===== config.mk =====
export PLATFORM = sky130hd
export DESIGN_NAME = irq_controller
export DESIGN_NICKNAME = d
export VERILOG_FILES = /design/src/rtl/irq_pkg.sv /design/src/rtl/irq_prio_enc.sv /design/src/rtl/irq_controller.sv
export SDC_FILE = /design/constraint.sdc
export NUM_CORES = 1
export LEC_CHECK = 0
export ABC_AREA = 1
export CORE_ASPECT_RATIO = 1.4
export CORE_MARGIN = 4
export CORE_UTILIZATION = 42
export CTS_CLUSTER_SIZE = 12
export DETAILED_ROUTE_END_ITERATION = 16
export GPL_TIMING_DRIVEN = 0
export PLACE_DENSITY_LB_ADDON = 0.05
export REMOVE_ABC_BUFFERS = 1
export SYNTH_ARGS = -nofsm -noshare
export SYNTH_HDL_FRONTEND = slang
export SYNTH_SLANG_ARGS = --single-unit

===== constraint.sdc =====
create_clock -name clk_i -period 1.8 [get_ports clk_i]
set_input_delay 0.18 -clock clk_i [delete_from_list [all_inputs] [get_ports clk_i]]
set_output_delay 0.18 -clock clk_i [all_outputs]
set_load 0.02 [all_outputs]

===== src/rtl/irq_pkg.sv =====
// irq_pkg: shared constants and mcause helper for the interrupt controller
package irq_pkg;
    localparam int N_IRQ_DEFAULT = 32;
    localparam int CAUSE_OFFSET_DEFAULT = 16;
    localparam logic [31:0] MCAUSE_IRQ_BIT = 32'h8000_0000;
    function automatic logic [31:0] cause_of(input int unsigned idx, input int unsigned offset);
        return MCAUSE_IRQ_BIT | 32'(offset + idx);
    endfunction
endpackage


===== src/rtl/irq_prio_enc.sv =====
// irq_prio_enc: fixed-priority encoder, lowest set bit of pending wins
// ports: pending (requests in), grant (one-hot winner), index (winner number), valid (any pending)
module irq_prio_enc #(
    parameter int N = 32,
    parameter int IW = N > 1 ? $clog2(N) : 1
) (
    input  logic [N-1:0]  pending,
    output logic [N-1:0]  grant,
    output logic [IW-1:0] index,
    output logic          valid
);
    always_comb begin
        grant = '0;
        index = '0;
        for (int i = N - 1; i >= 0; i--) begin
            if (pending[i]) begin
                grant = N'(1) << i;
                index = IW'(i);
            end
        end
    end
    assign valid = |pending;
endmodule


===== src/rtl/irq_controller.sv =====
// irq_controller: masks and prioritises request lines, raises irq_o with mcause, acks source on mret
// ports: clk_i, rst_i (async, active-high), irq_req_i/mie_i (requests and enables),
//        mstatus_mie_i (global enable), exception_i, mret_i (core events),
//        irq_o (take-interrupt pulse), irq_cause_o (mcause), irq_ret_o (one-hot ack pulse)
module irq_controller
    import irq_pkg::*;
#(
    parameter int N_IRQ = N_IRQ_DEFAULT,
    parameter int CAUSE_OFFSET = CAUSE_OFFSET_DEFAULT
) (
    input  logic             clk_i,
    input  logic             rst_i,
    input  logic [N_IRQ-1:0] irq_req_i,
    input  logic [N_IRQ-1:0] mie_i,
    input  logic             mstatus_mie_i,
    input  logic             exception_i,
    input  logic             mret_i,
    output logic             irq_o,
    output logic [31:0]      irq_cause_o,
    output logic [N_IRQ-1:0] irq_ret_o
);
    localparam int IW = N_IRQ > 1 ? $clog2(N_IRQ) : 1;
    logic             exc_h, irq_h;
    logic [N_IRQ-1:0] irq_sel_q, grant;
    logic [31:0]      cause_q, cause_now;
    logic [IW-1:0]    index;
    logic             valid;
    irq_prio_enc #(.N(N_IRQ), .IW(IW)) u_enc (
        .pending(irq_req_i & mie_i),
        .grant(grant),
        .index(index),
        .valid(valid)
    );
    assign cause_now = cause_of(32'(index), CAUSE_OFFSET);
    // rst_i gating keeps outputs quiet while reset is held, even with requests pending
    assign irq_o = ~rst_i & mstatus_mie_i & valid & ~irq_h & ~exc_h & ~exception_i;
    assign irq_cause_o = irq_o ? cause_now : irq_h ? cause_q : '0;
    // an exception in the same cycle cancels the mret, so no ack either
    assign irq_ret_o = (~rst_i & mret_i & irq_h & ~exc_h & ~exception_i) ? irq_sel_q : '0;
    always_ff @(posedge clk_i or posedge rst_i) begin
        if (rst_i) begin
            exc_h     <= 1'b0;
            irq_h     <= 1'b0;
            irq_sel_q <= '0;
            cause_q   <= '0;
        end else if (exception_i) begin
            exc_h <= 1'b1;
        end else if (mret_i && exc_h) begin
            exc_h <= 1'b0;
        end else if (mret_i && irq_h) begin
            irq_h     <= 1'b0;
            irq_sel_q <= '0;
            cause_q   <= '0;
        end else if (irq_o) begin
            irq_h     <= 1'b1;
            irq_sel_q <= grant;
            cause_q   <= cause_now;
        end
    end
endmodule


* Word level (Yosys, flattened, before mapping)
Cells that the tools add are included.
** Operators by class
- $mul :: 0
- Shift operators :: 0
- Div/mod/pow operators :: 0
- Add/sub/neg operators :: 1
- Order comparisons :: 0
- Muxes and demuxes :: 75
- Bitwise logic cells :: 15
- Reductions and logical operators :: 6
- Equality and inequality tests :: 0
** Operators with widths (number)
- $mux W32 :: 39
- $mux W5 :: 32
- $and A32 B32 Y32 :: 1
- $reduce_or A32 Y1 :: 1
- $and A1 B1 Y1 :: 9
- $add A5 B5 Y6 const A :: 1
- $not A1 Y1 :: 5
- $mux W1 :: 4
- $reduce_bool A2 Y1 :: 2
- $reduce_and A3 Y1 :: 1
- $logic_and A1 B1 Y1 :: 2
** Storage, ports and cells
- Register bits after elaboration :: 66
- Memories :: 0
- Bits in writable memories :: 0
- Input bits :: 69
- ROM bits :: 0
- Bits in latches :: 0

* Longest topological paths before layout
Gate-level depths: netlist of the first run.
- Word-level depth :: 36
- Mapped depth :: 22
- Depth with buffers taken out :: 22

* Cells and area by module
From an unflattened synthesis of the first run, not the netlist that was laid out.
** Unflattened totals
- Cells, all modules :: 523
- Area, all modules :: 3138.0 sq um
** Modules (own cells, without submodules)
- irq_controller :: area each 2432.3 sq um, instances 1, cells an instance 356
- irq_prio_enc :: area each 705.7 sq um, instances 1, cells an instance 167

* Least setup slack after synthesis of the first run
Ideal clock, no wire load.
- Kind :: reg2out
- From :: register cause_q[31] (netlist name)
- To :: output port irq_cause_o[5]
- Stages on the path, launching flop included :: 7
- Buffers on the path :: 1
- Data arrival time :: 1.565 ns
- Path slack :: 0.055 ns
- Required time :: 1.620 ns
- Path through :: dfrtp_1 > inv_1 > nand4_1 > a21oi_4 > inv_2 > buf_2 > a21oi_1
** RTL lines
- end, declared :: RTL line irq_controller.sv:19 : output logic [31:0] irq_cause_o,

* Worst setup path in the final report of the first run
- From :: register exc_h
- To :: output port irq_cause_o[5]
** On the way
- Word-level cells in the longest chain between the ends :: 4
** RTL lines
- start, declared :: RTL line irq_controller.sv:23 : logic exc_h, irq_h;
- start signal, assigned :: RTL line irq_controller.sv:42 : exc_h <= 1'b0;
- start signal, assigned :: RTL line irq_controller.sv:47 : exc_h <= 1'b1;
- start signal, assigned :: RTL line irq_controller.sv:49 : exc_h <= 1'b0;
- $not A1 Y1 :: RTL line irq_controller.sv:36 : assign irq_o = ~rst_i & mstatus_mie_i & valid & ~irq_h & ~exc_h & ~exception_i;
- $and A1 B1 Y1 (2 in series) :: RTL line irq_controller.sv:36
- $mux W32 :: RTL line irq_controller.sv:37 : assign irq_cause_o = irq_o ? cause_now : irq_h ? cause_q : '0;
Every way passes these cells.

==> impl_results.md, run 1 <==
- Status: finished with violations
- Failing checks: setup timing
- Hold Path End: irq_sel_q[29]$_DFFE_PP0P_
- Initial drt markers: 306
- Vias in the first global route: 3458
- Via density: 5.18
- Port Buffers: 108
- Tcrit/Tclk final: 1.06
- Distinct cell type count after synthesis: 30
- Worst VDD drop: 0.000328 V
- Die Span X: 78.9 um
- GR Util All Layers: 0.245
- CTS sink cnt: 40
- Crit Path Max Fanout: 4
- Routed Antenna Nets: 0
- Hold_ws: 0.194 ns
- Post-DP HPWL: 6250 um
- Pleak: 2.72 nW
- Post-place setup slack: -1.18 ns
- Post-CTS Hold Fix Bufs: 0
- Yosys warning count: 0
- Most frequent cells in the layout: buf_4, inv_1, nand2_2
- Max Clock Freq: 522 MHz
- Area Overhead vs Synth: 81.0%
- Hold depth: 3
- WL per Instance: ~18 um
- Final slew viol count: 0
- Share of cells above drive strength 1: 0.519
- CP Launch Type: flip-flop
- Avg Inst Size Synth: 7.30 um2
- Worst Reg-to-Reg Cells: 11
- Worst-margin pin slew: 0.870 ns
- Maxcap violations: 0
- Die area: 8470 um2
- Share of the synthesized area in the top cell type: 0.338
- Hold wc startpoint: irq_req_i[29]
- Largest net degree at the start of global routing: 41
- IO Count: 134
- Total CTS buffers: 5
- # H-tree levels: 2
- Routability Congestion: 0.843
- Initial antenna violation count: 0
- Die Height: 107 um
- Initial core utilization: 0.441
- Synthesized flop and latch total: 40
- Clock Pin Slew Worst Setup and Hold Paths: approximately 0.080 ns
- Worst endpoint required time: 1.62 ns
- Final setup violation count: 44
- Syn Inst Count: around 410
- CTS tree: built
- FF-to-FF setup slack: -0.08 ns
- Hold Vio Cnt, Final: 0
- FP Rows: 35
- Clk buf depth: 2
- Class of the worst hold path: primary input to flip-flop
- Via count: 3670
- Most common cell after layout, fill and taps aside: buf_4
- Total Wirelength: 12400 um
- Drt pass-1 iters: 5
- Area leader, netlist: dfrtp_1
- Seq/Total Area, Yosys: 0.338
- Synthesized area: 2960 um2
- Fin nets: 684
- Critical path, cell by cell: nor2_4, nand4_1, a21oi_4, buf_4, inv_6, a21oi_1, buf_4
- Crit. End Element: output port
- Overall Power: 3.36 mW
- Pwr dens: 628 nW/um2
- Crit path from: exc_h$_DFFE_PP0P_
- Root buf cell: clkbuf_8
- Max-Slew Margin vs Limit: 0.419
- Global-route wire length before repair: roughly 16000 um
- Setup Crit Path Kind: flip-flop to output port
- RSZ-0062 raised after global routing: true
- Max incr delay on CP: 0.42 ns
- Clk_skew: 0.00488 ns
- Worst endpoint data arrival time: 1.73 ns
- Ant. Diodes: 0
- GRT overflow: 0
- Critical Path Most Common Cell: buf_4
- FF-to-FF Start: cause_q[31]$_DFFE_PP0P_
- Clock Latency Late Sink: around 0.30 ns
- Final Critical Period: 1.91 ns
- Area contributors post-synth: dfrtp_1, nand2_1, inv_1, nor2_1, buf_4
- Reg-to-reg critical path endpoint: irq_sel_q[4]$_DFFE_PP0P_
- Final worst slack: -0.114 ns
- Placeable core region: 6700 um2
- Remaining DRCs: 0
- Slowest cell on crit path: dfrtp_1
[logic make-up (layout without fill, tap and decap cells)]
logic type / Yosys count / in the layout / synth area share
DFF: 40 / 40 / 0.338
buffers and inverters: 114 / 298 / 0.187
AOI/OAI and AO/OA: 58 / 58 / 0.171
other: 1 / 25 / 0.00127
and+or+nand+nor: 192 / 195 / 0.302
[synthesized netlist by cell type]
cell      number
buf_4         25
nand4_1       16
a21boi_0       1
nor4_1         2
clkbuf_1       3
inv_2          6
inv_4          3
buf_6          3
nor3_4         1
dfrtp_1       40
nor2_8         1
nand2_1       85
nand2_2       15
buf_2          2
a21oi_4        1
inv_1         72
o32ai_1        5
o31ai_1        1
o22ai_2       12
nor2_4         5
o21ai_0       14
o21ai_4        1
o32ai_2        4
nor3_1         3
conb_1         1
nor2_1        51
o21ai_2        9
nor2_2         3
a21oi_1       10
nand3_1       10
[where the power goes]
part	internal (mW)	leakage (nW)	switching, mW
logic	0.685	2.14	0.904
registers	1.07	0.542	0.0695
clock network	0.313	0.0455	0.319
[stage by stage]
| step | utilization | instance area [um2] | TNS [ns] | instances |
|---|---|---|---|---|
| after floorplan | - | 2810 | -5.19 | 396 |
| after global placement | 0.597 | 4000 | -85.94 | 596 |
| after detailed placement | 0.597 | 4000 | -77.86 | 596 |
| after CTS | 0.709 | 4750 | -3.77 | 678 |
| after global routing | 0.799 | 5350 | -6.89 | 708 |
| final | 0.799 | 5350 | -3.00 | 708 |
[layout make-up]
| type | count | area, um2 |
|---|---|---|
| inverter | 81 | 348 |
| sequential | 40 | 1000 |
| tap | 92 | 115 |
| clock buffer | 8 | 90.1 |
| timing repair inverter | 6 | 115 |
| multi-input combinational | 278 | 1980 |
| timing repair buffer | 203 | 1700 |
| fill | 433 | 1350 |
[layer usage]
metal	vias up	global-route usage	wire, um
met5	-	0	0
met4	0	0.0958	765
met3	78	0.0402	764
met2	220	0.454	6510
met1	1717	0.277	4370
li1	1655	-	-
[critical path: cells and delay by family (launching register included)]
kind                   cells  cell delay [ns]
AOI/OAI and AO/OA          2             0.37
buffers and inverters      3             0.37
and+or+nand+nor            2             0.27
DFF                        1             0.42
[state kept, by name, indices dropped and copies added (netlist names)]
name / flops
irq_sel_q: 32
cause_q: 7
exc_h: 1
[how the worst max path moves through the flow]
stage | end | slack, ns | depth (start not counted)
floorplan | irq_sel_q[14]$_DFFE_PP0P_ | -0.18 | 6
global placement | irq_cause_o[5] | -1.18 | 12
detailed placement | irq_cause_o[5] | -1.18 | 12
CTS | irq_cause_o[1] | -0.11 | 7
global route | irq_cause_o[0] | -0.21 | 23
finish | irq_cause_o[5] | -0.11 | 7
[what timing repair did]
item | in CTS | in global routing
setup buffers | 71 | 24
gates cloned | 3 | 7
resized for setup | 324 | 148
pin swaps | 69 | 67
endpoints found under the setup margin | 78 | 79
(Power assumes the default switching activity.)
==> inputs of run 2 (changes only) <==
- SLEW_MARGIN: default -> 10
==> run 2 against run 1 <==
  * The flow still finishes with violations (setup timing)
  * Sequential power about the same
  * Register-to-register slack worse by 0.02 ns
  * Final area is 3.6% higher
  * Cell count increased by 3.4%
  * Total power is 4.6% higher
  * Largest cell class unchanged
==> impl_results.md, run 2 (synthesis gave the netlist of run 1 again) <==
- Fillers: 398
- Die area: between 8000 and 9000 um2
- Tcrit/Tclk final: 1.17
- Area Overhead vs Synth: 87.4%
- Hold Vio Cnt, Final: 0
- Drt pass-1 iters: 5
- Final setup violation count: roughly 60
- Hold depth: 3
- Pwr dens: 634 nW/um2
- Total CTS buffers: 5
- Status: finished with violations
- Worst-margin pin slew: around 0.64 ns
- CP Launch Type: primary input
- CP bufs+invs: 3
- Clock Latency Late Sink: 0.30 ns
- Die Height: 107 um
- Via count: 3843
- Total Wirelength: between 10000 and 15000 um
- Most frequent cells in the layout: buf_4, inv_1, nand2_1
- Largest net degree at the start of global routing: 29
- Multi-input logic area: 2060 um2
- Vias in the first global route: 3586
- Fin nets: 708
- Critical path, cell by cell: buf_6, nand2_4, inv_2, a21oi_2, nand2_1, nand2_1, nand2_1, nand2_1, nand2_1, nand2_1, nand2_2, nand2_2, nand2_1, nand2_1, nand2_1, nand2_1, nand2_1, nand2_1, nand2_1, nand2_1, nand2_2, nand2_2, buf_6
- Initial drt markers: 318
- Critical Path Stages: 23
- Final worst slack: -0.299 ns
- Worst endpoint required time: 1.62 ns
- # H-tree levels: 2
- Routed Antenna Nets: 0
- Biggest register: irq_sel_q
- Placed cells: slightly below 600
- Grt met1 use: 0.285
- Hold_ws: 0.174 ns
- Crit-path leading delay family: simple AND/OR/NAND/NOR gates
- Failing checks: setup timing
- Initial core utilization: 0.441
- GRT overflow: 0
- Via density: 5.25
- Largest regs: irq_sel_q (32), cause_q (7), exc_h (1)
- Final slew viol count: 0
- Routability Congestion: 0.843
- Worst VDD drop: 0.000429 V
- Placeable core region: 6700 um2
- Worst endpoint data arrival time: 1.92 ns
- Remaining DRCs: 0
- Critical Path Most Common Cell: nand2_1
- Share of cells above drive strength 1: 0.602
- CTS sink cnt: 40
- Slowest cell on crit path: a21oi_2
- Crit Path Max Fanout: 2
- Max incr delay on CP: 0.15 ns
- Ant. Diodes: 0
- Class of the worst hold path: primary input to flip-flop
- Global-route wire length before repair: 16900 um
- Final Critical Period: ~2.1 ns
- Most common cell after layout, fill and taps aside: buf_4
- Clock Pin Slew Worst Setup and Hold Paths: 0.08 ns
- Maxcap violations: 0
- Die Span X: 78.9 um
- Worst Reg-to-Reg Cells: 10
- Routing usage on met2: 0.471
- Clk buf depth: 2
- Post-DP HPWL: roughly 6300 um
- Met3 track demand over resource: 0.0394
- Setup Crit Path Kind: primary input to output port
- Port Buffers: 108
- Number of flip-flops in the largest register: 32
- IO Count: around 130
- Overall Power: 3.51 mW
- GR Util All Layers: 0.252
- Clk_skew: roughly 0.0066 ns
- Max-Slew Margin vs Limit: 0.567
- FP Rows: 35
- Pleak: 2.77 nW
- Root buf cell: clkbuf_8
- Crit. End Element: output port
- RSZ-0062 raised after global routing: true
- CTS tree: built
- Max Clock Freq: around 480 MHz
- Grt peak-use layer: met2
- WL per Instance: 18.4 um
- Non-filler cells, final: 732
- Initial antenna violation count: 0
- Sequential cell area: 1000 um2
-- run 2: metrics by stage --
stage | util | setup slack, ns | setup TNS, ns | area (um2)
final | 0.827 | -0.299 | -5.09 | 5540
after floorplan | - | -0.177 | -5.19 | 2810
after CTS | 0.726 | -0.109 | -0.507 | 4860
after detailed placement | 0.600 | -1.19 | -78.49 | 4020
after global placement | 0.597 | -1.18 | -85.94 | 4000
after global routing | 0.827 | -0.397 | -9.49 | 5540
-- run 2: worst paths after layout --
path	startpoint	slack, ns	to
max	mie_i[28]	-0.30	irq_cause_o[0]
min	mie_i[13]	0.17	irq_sel_q[13]$_DFFE_PP0P_
max reg2reg	exc_h$_DFFE_PP0P_	-0.10	irq_sel_q[30]$_DFFE_PP0P_
min reg2reg	irq_sel_q[13]$_DFFE_PP0P_	0.53	irq_sel_q[13]$_DFFE_PP0P_
max in group asynchronous	rst_i	1.10	irq_sel_q[25]$_DFFE_PP0P_
min in group asynchronous	rst_i	0.23	irq_sel_q[29]$_DFFE_PP0P_
-- run 2: cell type report --
cell class | instances | share of cell area
multi-input combinational | 277 | 0.372
timing repair buffer | 227 | 0.323
sequential | 40 | 0.181
inverter | 81 | 0.0628
timing repair inverter | 7 | 0.0237
tap | 92 | 0.0208
clock buffer | 8 | 0.0163
-- run 2: report_power, final --
group          leakage (nW)  switching [mW]  internal (mW)
combinational          2.18           0.984          0.731
sequential            0.542          0.0748           1.07
clock                0.0455           0.340          0.314
-- run 2: what timing repair did --
action                     CTS  global route
hold buffers                 0             0
setup endpoints to repair   78            79
buffers inserted            79            38
pin swaps                   71            47
resized for setup          342           250
cloned                       4             6
-- run 2: metal layers --
metal / up-vias / share of wire
li1: 1711 / -
met1: 1798 / 0.34
met3: 88 / 0.080
met2: 246 / 0.51
met4: 0 / 0.070
met5: - / 0
-- run 2: worst reg2reg max path: stages (launching register included) --
cell      delay [ns]
dfrtp_1         0.40
nor2_4          0.06
nand4_1         0.18
a21oi_4         0.07
buf_6           0.15
buf_6           0.11
buf_6           0.10
o21ai_4         0.21
buf_12          0.28
clkinv_8        0.12
o32ai_2         0.12
==> inputs of run 3 (changes only) <==
- CTS_BUF_LIST: default -> sky130_fd_sc_hd__clkbuf_16
==> run 3 against run 2 <==
  * The run still ends with setup timing left
  * Worst setup slack better by 0.012 ns
  * Global-route usage is 0.70 points higher
  * Worst hold slack better by 0.0073 ns
  * Clock power is 33% higher
  * Total power is 3.2% higher
  * Count of clock-buffer cells in the layout is 3 lower
  * Flip-flop and latch count stayed put
  * Critical path depth is 10 lower
  * First-iteration DRC count is 25% lower
  * Via count is 1.8% higher
  * Cell count is 0.41% higher
  * Critical path type unchanged
  * Critical endpoint is now irq_cause_o[2]
  * Highest routed layer unchanged
==> impl_results.md, run 3 (synthesis gave the netlist of run 1 again) <==
- Status: finished with violations
- Failing checks: setup timing
- Sequential cell area: 1000 um2
- WL per Instance: 18.7 um
- GR Util All Layers: 0.259
- Routability Congestion: about 0.84
- Class of the worst hold path: primary input to flip-flop
- Worst-margin pin slew: between 0.5 and 0.6 ns
- Drt pass-1 iters: 5
- CTS tree: built
- Number of flip-flops in the largest register: 32
- Die Span X: slightly below 80 um
- Ant. Diodes: 0
- Initial drt markers: 238
- Biggest register: irq_sel_q
- FF-to-FF Start: exc_h$_DFFE_PP0P_
- Crit-path leading delay family: compound AO/OA/AOI/OAI gates
- Largest net degree at the start of global routing: 29
- Hold Vio Cnt, Final: 0
- Largest regs: irq_sel_q (32), cause_q (7), exc_h (1)
- Worst VDD drop: 0.000572 V
- Vias in the first global route: ~3700
- CP Launch Type: primary input
- Post-CTS Hold Fix Bufs: 0
- Tcrit/Tclk final: 1.16
- CP bufs+invs: 4
- Maxcap violations: 0
- Initial core utilization: 0.441
- Pwr dens: 662 nW/um2
- Placed cell areas: 4020 um2
- Routed Antenna Nets: 0
- Post-DP HPWL: ~6300 um
- Area Overhead vs Synth: 85.3%
- CTS sink cnt: 40
- Total Wirelength: 13700 um
- Clock Pin Slew Worst Setup and Hold Paths: 0.06 ns
- Hold wc startpoint: mie_i[6]
- Slowest cell on crit path: o21ai_0
- GRT overflow: 0
- Crit. End Element: output port
- IO Count: 134
- Fin Setup TNS: -2.82 ns
- Crit Path Max Fanout: 4
- Placeable core region: 6700 um2
- Final Critical Period: 2.09 ns
- Setup Crit Path Kind: primary input to output port
- Max incr delay on CP: roughly 0.43 ns
- Die area: between 8000 and 9000 um2
- Share of cells above drive strength 1: 0.579
- Initial antenna violation count: 0
- Final worst slack: -0.287 ns
- Critical path, cell by cell: clkbuf_2, nand2_2, buf_4, nand2_4, nor2_4, inv_4, a21oi_1, o21ai_0, nand2_1, nand2_1, nand3_4, o21ai_1, buf_4
- Die Height: about 110 um
- # H-tree levels: 2
- Most frequent cells in the layout: buf_4, inv_1, nor2_1, clkbuf_2, nand2_2
- Clk_skew: 0.00426 ns
- Global-route wire length before repair: around 17000 um
- Clk buf depth: 2
- Multi-input logic area: 1970 um2
- Crit path from: irq_req_i[22]
- Final slew viol count: 0
- Clock Latency Late Sink: 0.28 ns
- Remaining DRCs: 0
- Fin nets: between 700 and 800
- Via count: 3911
- Max Clock Freq: 479 MHz
- Fillers: between 400 and 500
- Hold_ws: 0.181 ns
- Port Buffers: 108
- Max-Slew Margin vs Limit: 0.621
- RSZ-0062 raised after global routing: true
- Cell area after layout: 5480 um2
- Root buf cell: clkbuf_16
- Overall Power: roughly 3.6 mW
- Most common cell after layout, fill and taps aside: buf_4
- FP Rows: 35
- Total CTS buffers: 5
- Via density: around 5.3
- FF-to-FF setup slack: -0.02 ns
- Worst endpoint data arrival time: approximately 1.9 ns
- Final setup violation count: 45
- Worst endpoint required time: 1.62 ns
- Pleak: between 2 and 3 nW
run 3: what timing repair did:
item	4_1_cts	5_1_grt
setup endpoints to repair	78	77
resized for setup	324	212
gates cloned	2	6
pin swaps	74	41
endpoints found under the hold margin	0	0
setup buffers	95	29
run 3: report_power, final:
| group | internal [mW] | switching (mW) |
|---|---|---|
| Combinational | 0.700 | 0.917 |
| Sequential | 1.07 | 0.0677 |
| Clock | 0.500 | 0.371 |
| Total | 2.27 | 1.36 |
run 3: area by class of cell:
class / instances / area share
tap: 92 / 0.0210
clock buffer: 5 / 0.0228
clock inverter: 3 / 0.00205
timing repair buffer: 232 / 0.328
sequential: 40 / 0.183
multi-input combinational: 276 / 0.360
inverter: 81 / 0.0639
timing repair inverter: 6 / 0.0201
run 3: stage by stage:
stage	std cells	setup WS [ns]	utilization
finish	735	-0.287	0.818
global route	735	-0.308	0.818
CTS	702	-0.0973	0.763
detailed placement	597	-1.19	0.600
global placement	596	-1.18	0.597
floorplan	396	-0.177	-
run 3: worst reg2reg max path, stage by stage (launching register included):
cell and delay [ns]:
dfrtp_1 0.41, nor2_4 0.10, nand4_1 0.17, a21oi_4 0.21
buf_6 0.17, buf_6 0.11, o21ai_4 0.07, buf_6 0.13
clkbuf_16 0.18, inv_16 0.08, o32ai_4 0.07
run 3: final timing paths:
path,to,cells after the start
min reg2reg,irq_sel_q[1]$_DFFE_PP0P_,2
min in group asynchronous,cause_q[4]$_DFFE_PP0P_,2
min,irq_sel_q[6]$_DFFE_PP0P_,3
max reg2reg,irq_sel_q[15]$_DFFE_PP0P_,10
max,irq_cause_o[2],13
max in group asynchronous,irq_sel_q[22]$_DFFE_PP0P_,3
run 3: metal layers:
metal,up-vias,GRT usage,part of all wire
met5,-,0,0
li1,1711,-,-
met1,1823,0.278,0.34
met4,0,0.111,0.084
met3,115,0.0419,0.077
met2,262,0.491,0.50
